==> src/rtl/bear_pkg.sv <==
// ---------------------------------------------------------------------------
// bear_pkg
// Shared definitions for the BEAR ADC readout controller:
//   - bear_state_e : readout FSM states
//   - BEAR_DATA_W  : default bits per ADC word
//   - BEAR_NUM_CH  : default channels read per frame
//   - BEAR_CH_W    : width of the channel index
// ---------------------------------------------------------------------------
package bear_pkg;

  localparam int BEAR_DATA_W = 10;
  localparam int BEAR_NUM_CH = 3;
  localparam int BEAR_CH_W   = 2;

  typedef enum logic [2:0] {
    IDLE     = 3'd0,
    START    = 3'd1,
    WAIT_RDY = 3'd2,
    SHIFT    = 3'd3,
    HOLD     = 3'd4
  } bear_state_e;

endpackage

==> src/rtl/bear_readout_ctrl_if.sv <==
// ---------------------------------------------------------------------------
// bear_readout_ctrl_if
// Bundles the chip-side and consumer-side signals of the BEAR readout block.
//   Requester : frame_req
//   Chip      : ready, serout (to controller); start, bear_clk (to chip)
//   Consumer  : word_data, word_valid, ch_idx (to consumer); word_ack
//   Status    : busy, overrun, timeout
// Modports:
//   master : the readout controller
//   slave  : the environment (sequencer, chip, UART path)
// ---------------------------------------------------------------------------
interface bear_readout_ctrl_if
  import bear_pkg::*;
#(
  parameter int DATA_W = BEAR_DATA_W
);

  logic                 frame_req;
  logic                 ready;
  logic                 serout;
  logic                 start;
  logic                 bear_clk;
  logic [DATA_W-1:0]    word_data;
  logic                 word_valid;
  logic                 word_ack;
  logic [BEAR_CH_W-1:0] ch_idx;
  logic                 busy;
  logic                 overrun;
  logic                 timeout;

  modport master (
    input  frame_req, ready, serout, word_ack,
    output start, bear_clk, word_data, word_valid, ch_idx, busy, overrun, timeout
  );

  modport slave (
    output frame_req, ready, serout, word_ack,
    input  start, bear_clk, word_data, word_valid, ch_idx, busy, overrun, timeout
  );

endinterface

==> src/rtl/bear_clk_gen.sv <==
// ---------------------------------------------------------------------------
// bear_clk_gen
// Half-period divider producing the BEAR shift clock.
// Ports:
//   clk          : system clock
//   rst          : synchronous active-high reset
//   i_en         : run the divider; when low the clock is held low and the
//                  divider restarts from the beginning of a low phase
//   o_bear_clk   : registered shift clock (CLK_DIV cycles low, CLK_DIV high)
//   o_rise       : one-cycle strobe in the cycle whose closing edge drives
//                  o_bear_clk 0->1
//   o_fall_done  : one-cycle strobe in the last cycle of a high phase
// ---------------------------------------------------------------------------
module bear_clk_gen #(
  parameter int CLK_DIV = 50
) (
  input  logic clk,
  input  logic rst,
  input  logic i_en,
  output logic o_bear_clk,
  output logic o_rise,
  output logic o_fall_done
);

  localparam int CNT_W = (CLK_DIV > 1) ? $clog2(CLK_DIV) : 1;

  logic [CNT_W-1:0] r_div;
  logic             r_phase;
  logic             w_half_done;

  assign w_half_done = i_en && (r_div == CNT_W'(CLK_DIV - 1));

  always_ff @(posedge clk) begin
    if (rst) begin
      r_div   <= '0;
      r_phase <= 1'b0;
    end else if (!i_en) begin
      r_div   <= '0;
      r_phase <= 1'b0;
    end else if (w_half_done) begin
      r_div   <= '0;
      r_phase <= ~r_phase;
    end else begin
      r_div   <= r_div + 1'b1;
    end
  end

  assign o_bear_clk  = r_phase;
  assign o_rise      = w_half_done & ~r_phase;
  assign o_fall_done = w_half_done &  r_phase;

endmodule

==> src/rtl/bear_readout_ctrl.sv <==
// ---------------------------------------------------------------------------
// bear_readout_ctrl
// Sequences one BEAR ADC frame: for each channel pulse start, wait for the
// chip's ready edge, clock DATA_W bits out of serout MSB-first and present
// the word to the UART/display path through a valid/ack handshake.
// Ports:
//   sys_clk : system clock, all logic on rising edge
//   reset   : synchronous active-high reset, returns the block to IDLE
//   bus     : bear_readout_ctrl_if.master
//             frame_req/ready/serout/word_ack in;
//             start/bear_clk/word_data/word_valid/ch_idx/busy/overrun/timeout out
// Build option:
//   BEAR_RDY_TIMEOUT_EN : when defined, a ready wait longer than TIMEOUT
//                         cycles (counted from the start pulse) sets the
//                         sticky timeout flag and abandons the frame; when
//                         undefined the ready wait is unbounded and timeout
//                         is tied low.
// ---------------------------------------------------------------------------
module bear_readout_ctrl
  import bear_pkg::*;
#(
  parameter int DATA_W  = BEAR_DATA_W,
  parameter int NUM_CH  = BEAR_NUM_CH,
  parameter int CLK_DIV = 50,
  parameter int TIMEOUT = 100000
) (
  input  logic                  sys_clk,
  input  logic                  reset,
  bear_readout_ctrl_if.master   bus
);

  localparam int BIT_W = $clog2(DATA_W + 1);

  if (CLK_DIV < 1 || TIMEOUT < 1 || DATA_W < 2 || NUM_CH < 1 || NUM_CH > (1 << BEAR_CH_W))
  begin : g_param_check
    $error("bear_readout_ctrl: unsupported parameter set");
  end

  bear_state_e              r_state;
  bear_state_e              w_next_state;

  logic                     r_rdy_s1;
  logic                     r_rdy_s2;
  logic                     r_rdy_s3;
  logic [DATA_W-1:0]        r_shift;
  logic [DATA_W-1:0]        r_word;
  logic [BIT_W-1:0]         r_bit_cnt;
  logic [BEAR_CH_W-1:0]     r_ch_idx;
  logic                     r_overrun;

  logic                     w_rdy_rise;
  logic                     w_accept;
  logic                     w_last_pulse;
  logic                     w_last_ch;
  logic                     w_to_expire;
  logic                     w_clk_en;
  logic                     w_bear_clk;
  logic                     w_rise;
  logic                     w_fall_done;

  // s1/s2 form the synchroniser; s3 only remembers the previous synchronised
  // level, so a ready already high on entry to WAIT_RDY is not an edge.
  assign w_rdy_rise   = r_rdy_s2 & ~r_rdy_s3;
  assign w_accept     = (r_state == IDLE) && bus.frame_req;
  assign w_last_pulse = (r_bit_cnt == BIT_W'(DATA_W - 1));
  assign w_last_ch    = (r_ch_idx == BEAR_CH_W'(NUM_CH - 1));

  bear_clk_gen #(
    .CLK_DIV     (CLK_DIV)
  ) u_clk_gen (
    .clk         (sys_clk),
    .rst         (reset),
    .i_en        (w_clk_en),
    .o_bear_clk  (w_bear_clk),
    .o_rise      (w_rise),
    .o_fall_done (w_fall_done)
  );

  // State register
  always_ff @(posedge sys_clk) begin
    if (reset) begin
      r_state <= IDLE;
    end else begin
      r_state <= w_next_state;
    end
  end

  // Next-state logic
  always_comb begin
    w_next_state = r_state;
    case (r_state)
      IDLE: begin
        if (bus.frame_req) begin
          w_next_state = START;
        end
      end
      START: begin
        w_next_state = WAIT_RDY;
      end
      WAIT_RDY: begin
        if (w_rdy_rise) begin
          w_next_state = SHIFT;
        end else if (w_to_expire) begin
          w_next_state = IDLE;
        end
      end
      SHIFT: begin
        if (w_fall_done && w_last_pulse) begin
          w_next_state = HOLD;
        end
      end
      HOLD: begin
        if (bus.word_ack) begin
          w_next_state = w_last_ch ? IDLE : START;
        end
      end
      default: begin
        w_next_state = IDLE;
      end
    endcase
  end

  // Output decode
  always_comb begin
    bus.start      = 1'b0;
    bus.busy       = 1'b1;
    bus.word_valid = 1'b0;
    w_clk_en       = 1'b0;
    case (r_state)
      IDLE:     bus.busy       = 1'b0;
      START:    bus.start      = 1'b1;
      SHIFT:    w_clk_en       = 1'b1;
      HOLD:     bus.word_valid = 1'b1;
      default:  ;
    endcase
  end

  // Synchroniser, shift register, word latch, counters, overrun flag
  always_ff @(posedge sys_clk) begin
    if (reset) begin
      r_rdy_s1  <= 1'b0;
      r_rdy_s2  <= 1'b0;
      r_rdy_s3  <= 1'b0;
      r_shift   <= '0;
      r_word    <= '0;
      r_bit_cnt <= '0;
      r_ch_idx  <= '0;
      r_overrun <= 1'b0;
    end else begin
      r_rdy_s1 <= bus.ready;
      r_rdy_s2 <= r_rdy_s1;
      r_rdy_s3 <= r_rdy_s2;

      if (w_accept) begin
        r_ch_idx <= '0;
      end else if ((r_state == HOLD) && bus.word_ack && !w_last_ch) begin
        r_ch_idx <= r_ch_idx + 1'b1;
      end

      // A ready edge while shifting or holding is only flagged; the FSM
      // never sees it because WAIT_RDY is the only state that consumes it.
      if (w_accept) begin
        r_overrun <= 1'b0;
      end else if (w_rdy_rise && ((r_state == SHIFT) || (r_state == HOLD))) begin
        r_overrun <= 1'b1;
      end

      if (r_state != SHIFT) begin
        r_bit_cnt <= '0;
      end else if (w_fall_done) begin
        r_bit_cnt <= r_bit_cnt + 1'b1;
      end

      // The shift happens on the same edge that drives bear_clk high.
      if (w_rise) begin
        r_shift <= {r_shift[DATA_W-2:0], bus.serout};
      end

      if (w_fall_done && w_last_pulse) begin
        r_word <= r_shift;
      end
    end
  end

`ifdef BEAR_RDY_TIMEOUT_EN
  localparam int TO_W = $clog2(TIMEOUT + 2);

  logic [TO_W-1:0] r_to_cnt;
  logic            r_timeout;

  // The count is preloaded in START so the budget is measured from the
  // start pulse itself: with TIMEOUT=N the abort is visible N cycles later.
  assign w_to_expire = (r_state == WAIT_RDY) && !w_rdy_rise &&
                       (r_to_cnt >= TO_W'(TIMEOUT - 1));

  always_ff @(posedge sys_clk) begin
    if (reset) begin
      r_to_cnt  <= '0;
      r_timeout <= 1'b0;
    end else begin
      if (r_state == START) begin
        r_to_cnt <= TO_W'(1);
      end else if (r_state == WAIT_RDY) begin
        r_to_cnt <= r_to_cnt + 1'b1;
      end else begin
        r_to_cnt <= '0;
      end

      if (w_accept) begin
        r_timeout <= 1'b0;
      end else if (w_to_expire) begin
        r_timeout <= 1'b1;
      end
    end
  end

  assign bus.timeout = r_timeout;
`else
  assign w_to_expire = 1'b0;
  assign bus.timeout = 1'b0;
`endif

  assign bus.bear_clk  = w_bear_clk;
  assign bus.word_data = r_word;
  assign bus.ch_idx    = r_ch_idx;
  assign bus.overrun   = r_overrun;

endmodule

==> src/flat_wrapper.sv <==
// flat-port wrapper written by rule: the top's interface ports become plain ports
module bear_readout_ctrl_flat import bear_pkg::*;
#(
  parameter int DATA_W  = BEAR_DATA_W,
  parameter int NUM_CH  = BEAR_NUM_CH,
  parameter int CLK_DIV = 50,
  parameter int TIMEOUT = 100000
)
  (sys_clk, reset, bus_frame_req, bus_ready, bus_serout, bus_word_ack, bus_start, bus_bear_clk, bus_word_data, bus_word_valid, bus_ch_idx, bus_busy, bus_overrun, bus_timeout);
  bear_readout_ctrl_if #(.DATA_W(DATA_W)) bus_i ();
  input  logic sys_clk;
  input  logic reset;
  input wire logic [$bits(bus_i.frame_req)-1:0] bus_frame_req;
  input wire logic [$bits(bus_i.ready)-1:0] bus_ready;
  input wire logic [$bits(bus_i.serout)-1:0] bus_serout;
  input wire logic [$bits(bus_i.word_ack)-1:0] bus_word_ack;
  output wire logic [$bits(bus_i.start)-1:0] bus_start;
  output wire logic [$bits(bus_i.bear_clk)-1:0] bus_bear_clk;
  output wire logic [$bits(bus_i.word_data)-1:0] bus_word_data;
  output wire logic [$bits(bus_i.word_valid)-1:0] bus_word_valid;
  output wire logic [$bits(bus_i.ch_idx)-1:0] bus_ch_idx;
  output wire logic [$bits(bus_i.busy)-1:0] bus_busy;
  output wire logic [$bits(bus_i.overrun)-1:0] bus_overrun;
  output wire logic [$bits(bus_i.timeout)-1:0] bus_timeout;
  assign bus_i.frame_req = bus_frame_req;
  assign bus_i.ready = bus_ready;
  assign bus_i.serout = bus_serout;
  assign bus_i.word_ack = bus_word_ack;
  assign bus_start = bus_i.start;
  assign bus_bear_clk = bus_i.bear_clk;
  assign bus_word_data = bus_i.word_data;
  assign bus_word_valid = bus_i.word_valid;
  assign bus_ch_idx = bus_i.ch_idx;
  assign bus_busy = bus_i.busy;
  assign bus_overrun = bus_i.overrun;
  assign bus_timeout = bus_i.timeout;
  bear_readout_ctrl #(.DATA_W(DATA_W), .NUM_CH(NUM_CH), .CLK_DIV(CLK_DIV), .TIMEOUT(TIMEOUT)) u_core (.sys_clk(sys_clk), .reset(reset), .bus(bus_i));
endmodule
==> config.mk <==
export PLATFORM = sky130hd
export DESIGN_NAME = bear_readout_ctrl_flat
export DESIGN_NICKNAME = d
export VERILOG_FILES = /design/src/rtl/bear_pkg.sv /design/src/rtl/bear_readout_ctrl_if.sv /design/src/rtl/bear_clk_gen.sv /design/src/rtl/bear_readout_ctrl.sv /design/src/flat_wrapper.sv
export SDC_FILE = /design/constraint.sdc
export NUM_CORES = 1
export LEC_CHECK = 0
export ABC_AREA = 1
export ABC_CLOCK_PERIOD_IN_PS = 1700
export CELL_PAD_IN_SITES_DETAIL_PLACEMENT = 1
export CELL_PAD_IN_SITES_GLOBAL_PLACEMENT = 1
export CORE_UTILIZATION = 41
export CTS_BUF_LIST = sky130_fd_sc_hd__clkbuf_8
export CTS_CLUSTER_DIAMETER = 120
export CTS_CLUSTER_SIZE = 10
export DETAILED_ROUTE_END_ITERATION = 7
export PLACE_DENSITY = 0.83
export SETUP_SLACK_MARGIN = 0.1
export SLEW_MARGIN = 30
export SYNTH_ARGS = -nofsm -noshare
export SYNTH_HDL_FRONTEND = slang
export SYNTH_SLANG_ARGS = --single-unit
==> constraint.sdc <==
create_clock -name sys_clk -period 1.7 [get_ports sys_clk]
set_clock_uncertainty 0.2 [all_clocks]
set_input_delay 0.255 -clock sys_clk [delete_from_list [all_inputs] [get_ports sys_clk]]
set_output_delay 0.255 -clock sys_clk [all_outputs]
set_load 0.02 [all_outputs]
==> flow_summary.toml, run 1 <==
[cells_and_area]
layout-area-overhead-vs-synth_pct = 34.2
fin_area_um2 = 2290
nets = 268
antenna_cells = 0
fill_cells = 497
layout-drive-gt1-share_pct = 26.7

[timing]
rsz0062_at_grt = "yes"
setup_violations = 0
fin_crit_ns = 1.64
timing.fmax_mhz = 609
hold_viol = 0
finalMaxSlewViolations = 0
hold_ws_ns = 0.219
min_period_over_period_pct = 96.7

[critical_path]
cp_num_buf_inv = 2
startpoint_type = "flop"
path_delay_family = "simple AND/OR/NAND/NOR gates"
cp_slowest_cell = "dfxtp_2"
worstPathArrival_ns = 1.64
crit_type = "reg2reg"
cp.required_ns = 1.70
cp_slowest_stage_delay_ns = 0.33
crit_fanout = 11
crit_chain = "inv_2 > ha_4 > nand2_4 > nor2_4 > nand2_4 > nor2_4 > inv_2 > nor2_1 > nor2_1"
crit_path_end_kind = "flop"

[synthesis]
syn_area_um2 = 1710
post-synth-top-count-cell = "dfxtp_1"
synth_flop_cell = "dfxtp_1"
yosys_warnings = 0
syn_nets = 232
synth_edf_count = 0
yosysTopAreaCellShare_pct = 47.0
synth_seq_area_share_pct = 47.0
syn_inst = 221
synth_seq_cells = 40
syn_area_per_cell_um2 = 7.72
ys_top_cells_by_area = "dfxtp_1 47%, nor2_1 8.4%, nand2_1 7.0%"
synth_top_cell_by_area = "dfxtp_1"
ys_types = 28
asyncSetResetFlopFracSynth_pct = 0
synthTopCellsByCount = "40 x dfxtp_1, 38 x nor2_1, 32 x nand2_1"

[pwr]
p_switching_uw = 575
swShare_pct = 27.1
leakage_uw = 0.00102
power.internal_uw = 1550
vdd_drop_max_uv = 538
p_clk_share_pct = 39.4
power_frac_comb_pct = 14.0
pwr_density_cell_nw_per_um2 = 928
power_frac_seq_pct = 46.6

[die]
dieWidth_um = 66.5
die_y_um = 66.5
die_area_um2 = 4420
design.core.area_um2 = 4000
start_util_pct = 42.6
io_pins = 24
rows = 23

[route]
drc = 0
firstDrtPassIters = 4
wirelength_um = 4810
viasPerCell = 5.05
vias = 1554
drtAntennaViolNets = 0
initialDrtViolationCount = 52
wire_per_inst_um = 15.6

[grt]
grt_max_degree = 16
grt_pass1_vias = 1533
grt_overflow = 0
grt_use_total_pct = 21.8
antenna_found_initial = 0
grt_pass1_wl_um = 6930

[run_status]
status = "complete, no violations"

[cts]
cts.clk_slew.worst_paths_ns = 0.08
htreeDepth = 2
cts-root-buf = "clkbuf_8"
clk_latency_ns = 0.30
cts_tree = "yes"
clockBufferDepth = 2
numCtsBuffers = 5
clock-sinks = 40

[placement]
place_congestion = 0.768
dp_hpwl_um = 2700
dpl_cell_area_um2 = 2010
port_buffers = 22

[hold_path]
hp-class = "reg2reg"

[flow_run]
maxCapViolCount = 0
through the flow:
stage / cells / setup WS, ns / TNS (ns) / power, uW / utilization [%]
global placement: 294 / 0.0351 / 0 / 1250 / 50.2
global route: 308 / -0.00376 / -0.00376 / 2200 / 57.2
finish: 308 / 0.0569 / 0 / 2120 / 57.2
CTS: 304 / 0.0181 / 0 / 2090 / 54.0
detailed placement: 294 / -0.00154 / -0.00154 / 1260 / 50.2
floorplan: 221 / 0.135 / 0 / 1170 / -
registers in the layout (all words and copies together), names as in the netlist:
name,cells
u_core.bus.ch_idx,2
u_core.bus.overrun,1
u_core.bus.word_data,10
u_core.r_bit_cnt,4
u_core.r_rdy_s1,1
u_core.r_rdy_s2,1
u_core.r_rdy_s3,1
u_core.r_shift,10
u_core.r_state,3
u_core.u_clk_gen.o_bear_clk,1
u_core.u_clk_gen.r_div,6
worst paths after layout:
check / start / endpoint / slack (ns) / depth (start not counted)
setup / recovery: u_core.u_clk_gen.r_div[1] / u_core.r_shift[7] / 0.06 / 9
hold reg to reg: u_core.r_rdy_s1 / u_core.r_rdy_s2 / 0.22 / 2
setup reg to reg: u_core.u_clk_gen.r_div[1] / u_core.r_shift[7] / 0.06 / 9
hold / removal: u_core.r_rdy_s1 / u_core.r_rdy_s2 / 0.22 / 2
logic make-up after synthesis:
family	after synthesis	synth area share, %
and+or+nand+nor	103	28.1
DFF	40	47.0
buffers and inverters	35	9.02
AOI/OAI and AO/OA	34	10.5
adders and majority gates	5	3.67
xor gates and xnor gates	3	1.54
other	1	0.220
power groups by stage:
stage / clock network, uW / registers (uW) / logic (uW)
floorplan: 0 / 999 / 170
global placement: 0 / 1000 / 248
detailed placement: 0 / 1000 / 258
CTS: 833 / 989 / 266
global route: 882 / 992 / 330
finish: 837 / 989 / 297
tightest hold or removal path: stages, from the launching register on:
cell and delay, ns:
dfxtp_1 0.31, inv_1 0.04, nor2_1 0.03
placed cells by master (no fill, tap or decap), drive strengths merged:
cell	n
nand2	34
buf	17
o21bai	2
dfxtp	40
nor2	44
nor3	2
xnor2	1
a21oi	19
conb	1
dlygate4sd2	14
nor3b	2
nand4	2
bufinv	1
clkdlybuf4s50	5
nand3	19
clkbuf	7
xor2	2
ha	5
or2	1
o21ai	13
clkinv	1
inv	26
area by class of cell:
cell class | instances | area, um^2 | area share, %
Multi-Input combinational cell | 147 | 868 | 37.9
Clock buffer | 6 | 82.6 | 3.61
Sequential cell | 40 | 818 | 35.8
Inverter | 26 | 97.6 | 4.26
Timing Repair Buffer | 37 | 320 | 14.0
Clock inverter | 2 | 38.8 | 1.69
Tap cell | 50 | 62.6 | 2.73
per-layer routing:
layer	part of all wire, %	wire length, um	GRT usage (%)	up-vias
met1	41	1980	24.4	750
met2	54	2600	37.4	28
met5	0	0	0	-
met4	2.1	101	11.4	0
li1	-	-	-	767
met3	2.7	131	5.99	9
repair_timing:
item | 4_1_cts | 5_1_grt
endpoints found under the setup margin | 50 | 31
gates resized for setup | 41 | 31
pin swaps | 5 | 10
buffers inserted | 1 | 4
hold buffers | 0 | 0
cloned | 1 | 0
Power figures use the tool's default switching activity.
==> inputs of run 2 (changes only) <==
--- a/config.mk
+++ b/config.mk
@@ -6,15 +6,16 @@
 export NUM_CORES = 1
 export LEC_CHECK = 0
 export ABC_AREA = 1
-export ABC_CLOCK_PERIOD_IN_PS = 1700
+export ABC_CLOCK_PERIOD_IN_PS = 1900
 export CELL_PAD_IN_SITES_DETAIL_PLACEMENT = 1
 export CELL_PAD_IN_SITES_GLOBAL_PLACEMENT = 1
-export CORE_UTILIZATION = 41
+export CORE_MARGIN = 5
+export CORE_UTILIZATION = 44
 export CTS_BUF_LIST = sky130_fd_sc_hd__clkbuf_8
 export CTS_CLUSTER_DIAMETER = 120
 export CTS_CLUSTER_SIZE = 10
 export DETAILED_ROUTE_END_ITERATION = 7
-export PLACE_DENSITY = 0.83
+export PLACE_DENSITY = 0.88
 export SETUP_SLACK_MARGIN = 0.1
 export SLEW_MARGIN = 30
 export SYNTH_ARGS = -nofsm -noshare
==> constraint.sdc (replaced) <==
create_clock -name sys_clk -period 1.9 [get_ports sys_clk]
set_clock_uncertainty 0.2 [all_clocks]
set_input_delay 0.285 -clock sys_clk [delete_from_list [all_inputs] [get_ports sys_clk]]
set_output_delay 0.285 -clock sys_clk [all_outputs]
set_load 0.02 [all_outputs]
==> run 2 against run 1 <==
Compared with the run above: utilization rose by 0.94 points; critical endpoint unchanged; first-iteration DRC count rose by 63%; largest cell class is now sequential cells; clock power fell by 28%.
==> flow_summary.toml, run 2 (same netlist as run 1, synthesis figures left out) <==
[cells_and_area]
fin_area_um2 = 2160
final_cells = 301
antenna_cells = 0
final_util_pct = 58.1
layout-area-overhead-vs-synth_pct = 26.7
layout-drive-gt1-share_pct = 17.4
layout_commonest_cell = "dfxtp_1"
layout_common_cells = "37 x dfxtp_1, 32 x nor2_1, 31 x nand2_1"
nets = 263

[critical_path]
path_delay_family = "simple AND/OR/NAND/NOR gates"
cp_num_buf_inv = 1
worst-path-stages = 7
cp_slowest_cell = "dfxtp_1"
regToRegStartpoint = "u_core.r_state[1]"
startpoint_type = "flop"
cp.required_ns = 1.89
crit_chain = "nand2_2 > nor2_4 > nand2_4 > nor2_4 > clkinvlp_4 > nor2_2 > nor2_1"
cp_slowest_stage_delay_ns = 0.44
crit_type = "reg2reg"
r2r_slack_ns = 0.11
crit_path_end_kind = "flop"
cp_common_cell = "nor2_4"
reg2reg_to = "u_core.r_shift[7]"
crit_fanout = 6
r2r.worst_path.cells = 7
worstPathArrival_ns = 1.78

[timing]
fin_crit_ns = 1.79
setup_violations = 0
min_period_over_period_pct = 94.1
rsz0062_at_grt = "yes"
hold_ws_ns = 0.229
hold_viol = 0
layout_setup_ws_ns = 0.112
finalMaxSlewViolations = 0
timing.fmax_mhz = 559

[die]
design.core.area_um2 = 3720
io_pins = 24
die_y_um = 72.3
dieWidth_um = 72.3
start_util_pct = 45.9
die_area_um2 = 5220
rows = 22

[pwr]
leakage_uw = 0.000895
pwr_density_cell_nw_per_um2 = 799
vdd_drop_max_uv = 750

[cts]
cts_hold_buf = 0
htreeDepth = 2
clockBufferDepth = 2
clk_latency_ns = 0.30
cts_tree = "yes"
cts.clk_slew.worst_paths_ns = 0.08
numCtsBuffers = 5
clock-sinks = 40
cts-root-buf = "clkbuf_8"

[route]
firstDrtPassIters = 4
wirelength_um = 4710
drc = 0
viasPerCell = 5.23
wire_per_inst_um = 15.7
initialDrtViolationCount = 85
drtAntennaViolNets = 0
vias = 1575

[hold_path]
min-delay-start = "u_core.r_rdy_s1"
hp-class = "reg2reg"
hold_path_end = "u_core.r_rdy_s2"
whs_path_depth = 2

[grt]
grt_overflow = 0
gr-usage-met2_pct = 27.6
grt_pass1_wl_um = 6640
antenna_found_initial = 0
globalRouteMet3Util_pct = 4.99
top_usage_layer = "met2"
grt_max_degree = 18
grt_pass1_vias = 1436
use_met1_pct = 20.4
grt_use_total_pct = 16.5

[placement]
dpl_cell_area_um2 = 1970
dp_hpwl_um = 2860
place_congestion = 0.815
placed_cells = 288
port_buffers = 22
place_ws_ns = 0.111

[flow_run]
maxCapViolCount = 0

[run_status]
status = "complete, no violations"
[run 2: changes by cell type in the layout (fill, tap and decap cells not counted), sizes merged]
| cell | change |
|---|---|
| dlymetal6s2s | +2 |
| dlygate4sd2 | -13 |
| clkinv | -1 |
| clkbuf | +2 |
| clkinvlp | +4 |
| bufinv | -1 |
| buf | -7 |
| inv | -1 |
| clkdlybuf4s50 | +11 |
| nor2 | -1 |
[run 2: layer usage]
layer | vias to the layer above | wire, um
li1 | 763 | -
met1 | 768 | 1980
met2 | 33 | 2450
met3 | 11 | 178
met4 | 0 | 104
met5 | - | 0
[run 2: power breakdown]
part | internal [uW] | switching [uW]
logic | 76.5 | 160
registers | 857 | 27.0
clock network | 294 | 312
total | 1230 | 500
[run 2: worst max path at each step]
stage,startpoint,end,slack [ns]
2_1_floorplan,u_core.u_clk_gen.r_div[0],u_core.r_shift[0],0.33
3_3_place_gp,u_core.r_state[2],bus_word_valid,0.15
3_5_place_dp,u_core.r_state[2],bus_word_valid,0.11
4_1_cts,u_core.r_state[2],bus_word_valid,0.06
5_1_grt,u_core.r_state[1],u_core.u_clk_gen.r_div[2],-0.009
6_report,u_core.r_state[1],u_core.r_shift[7],0.11
[run 2: cell type report]
class / instances / area [um^2]
clock buffers: 6 / 82.6
clock inverters: 2 / 15.0
fillers: 463 / 1560
inverters: 26 / 101
multi-input cells: 146 / 791
flip-flops and latches: 40 / 807
well taps: 48 / 60.1
repair buffers: 32 / 297
repair inverters: 1 / 7.51
[run 2: through the flow]
stage               TNS (ns)  total power, uW
floorplan                  0             1050
global placement           0             1120
detailed placement         0             1130
CTS                        0             1720
global route        -0.00948             1810
finish                     0             1730
[run 2: repair_timing]
| item | in CTS | in global routing |
|---|---|---|
| gates resized for setup | 4 | 27 |
| setup endpoints to repair | 4 | 29 |
| setup buffers | 0 | 4 |
| pin swaps | 0 | 6 |
| gates cloned | 0 | 1 |
[run 2: worst register-to-register path, stage by stage (launching register included)]
cell        delay (ns)
dfxtp_1           0.44
nand2_2           0.12
nor2_4            0.18
nand2_4           0.10
nor2_4            0.19
clkinvlp_4        0.22
nor2_2            0.17
nor2_1            0.06
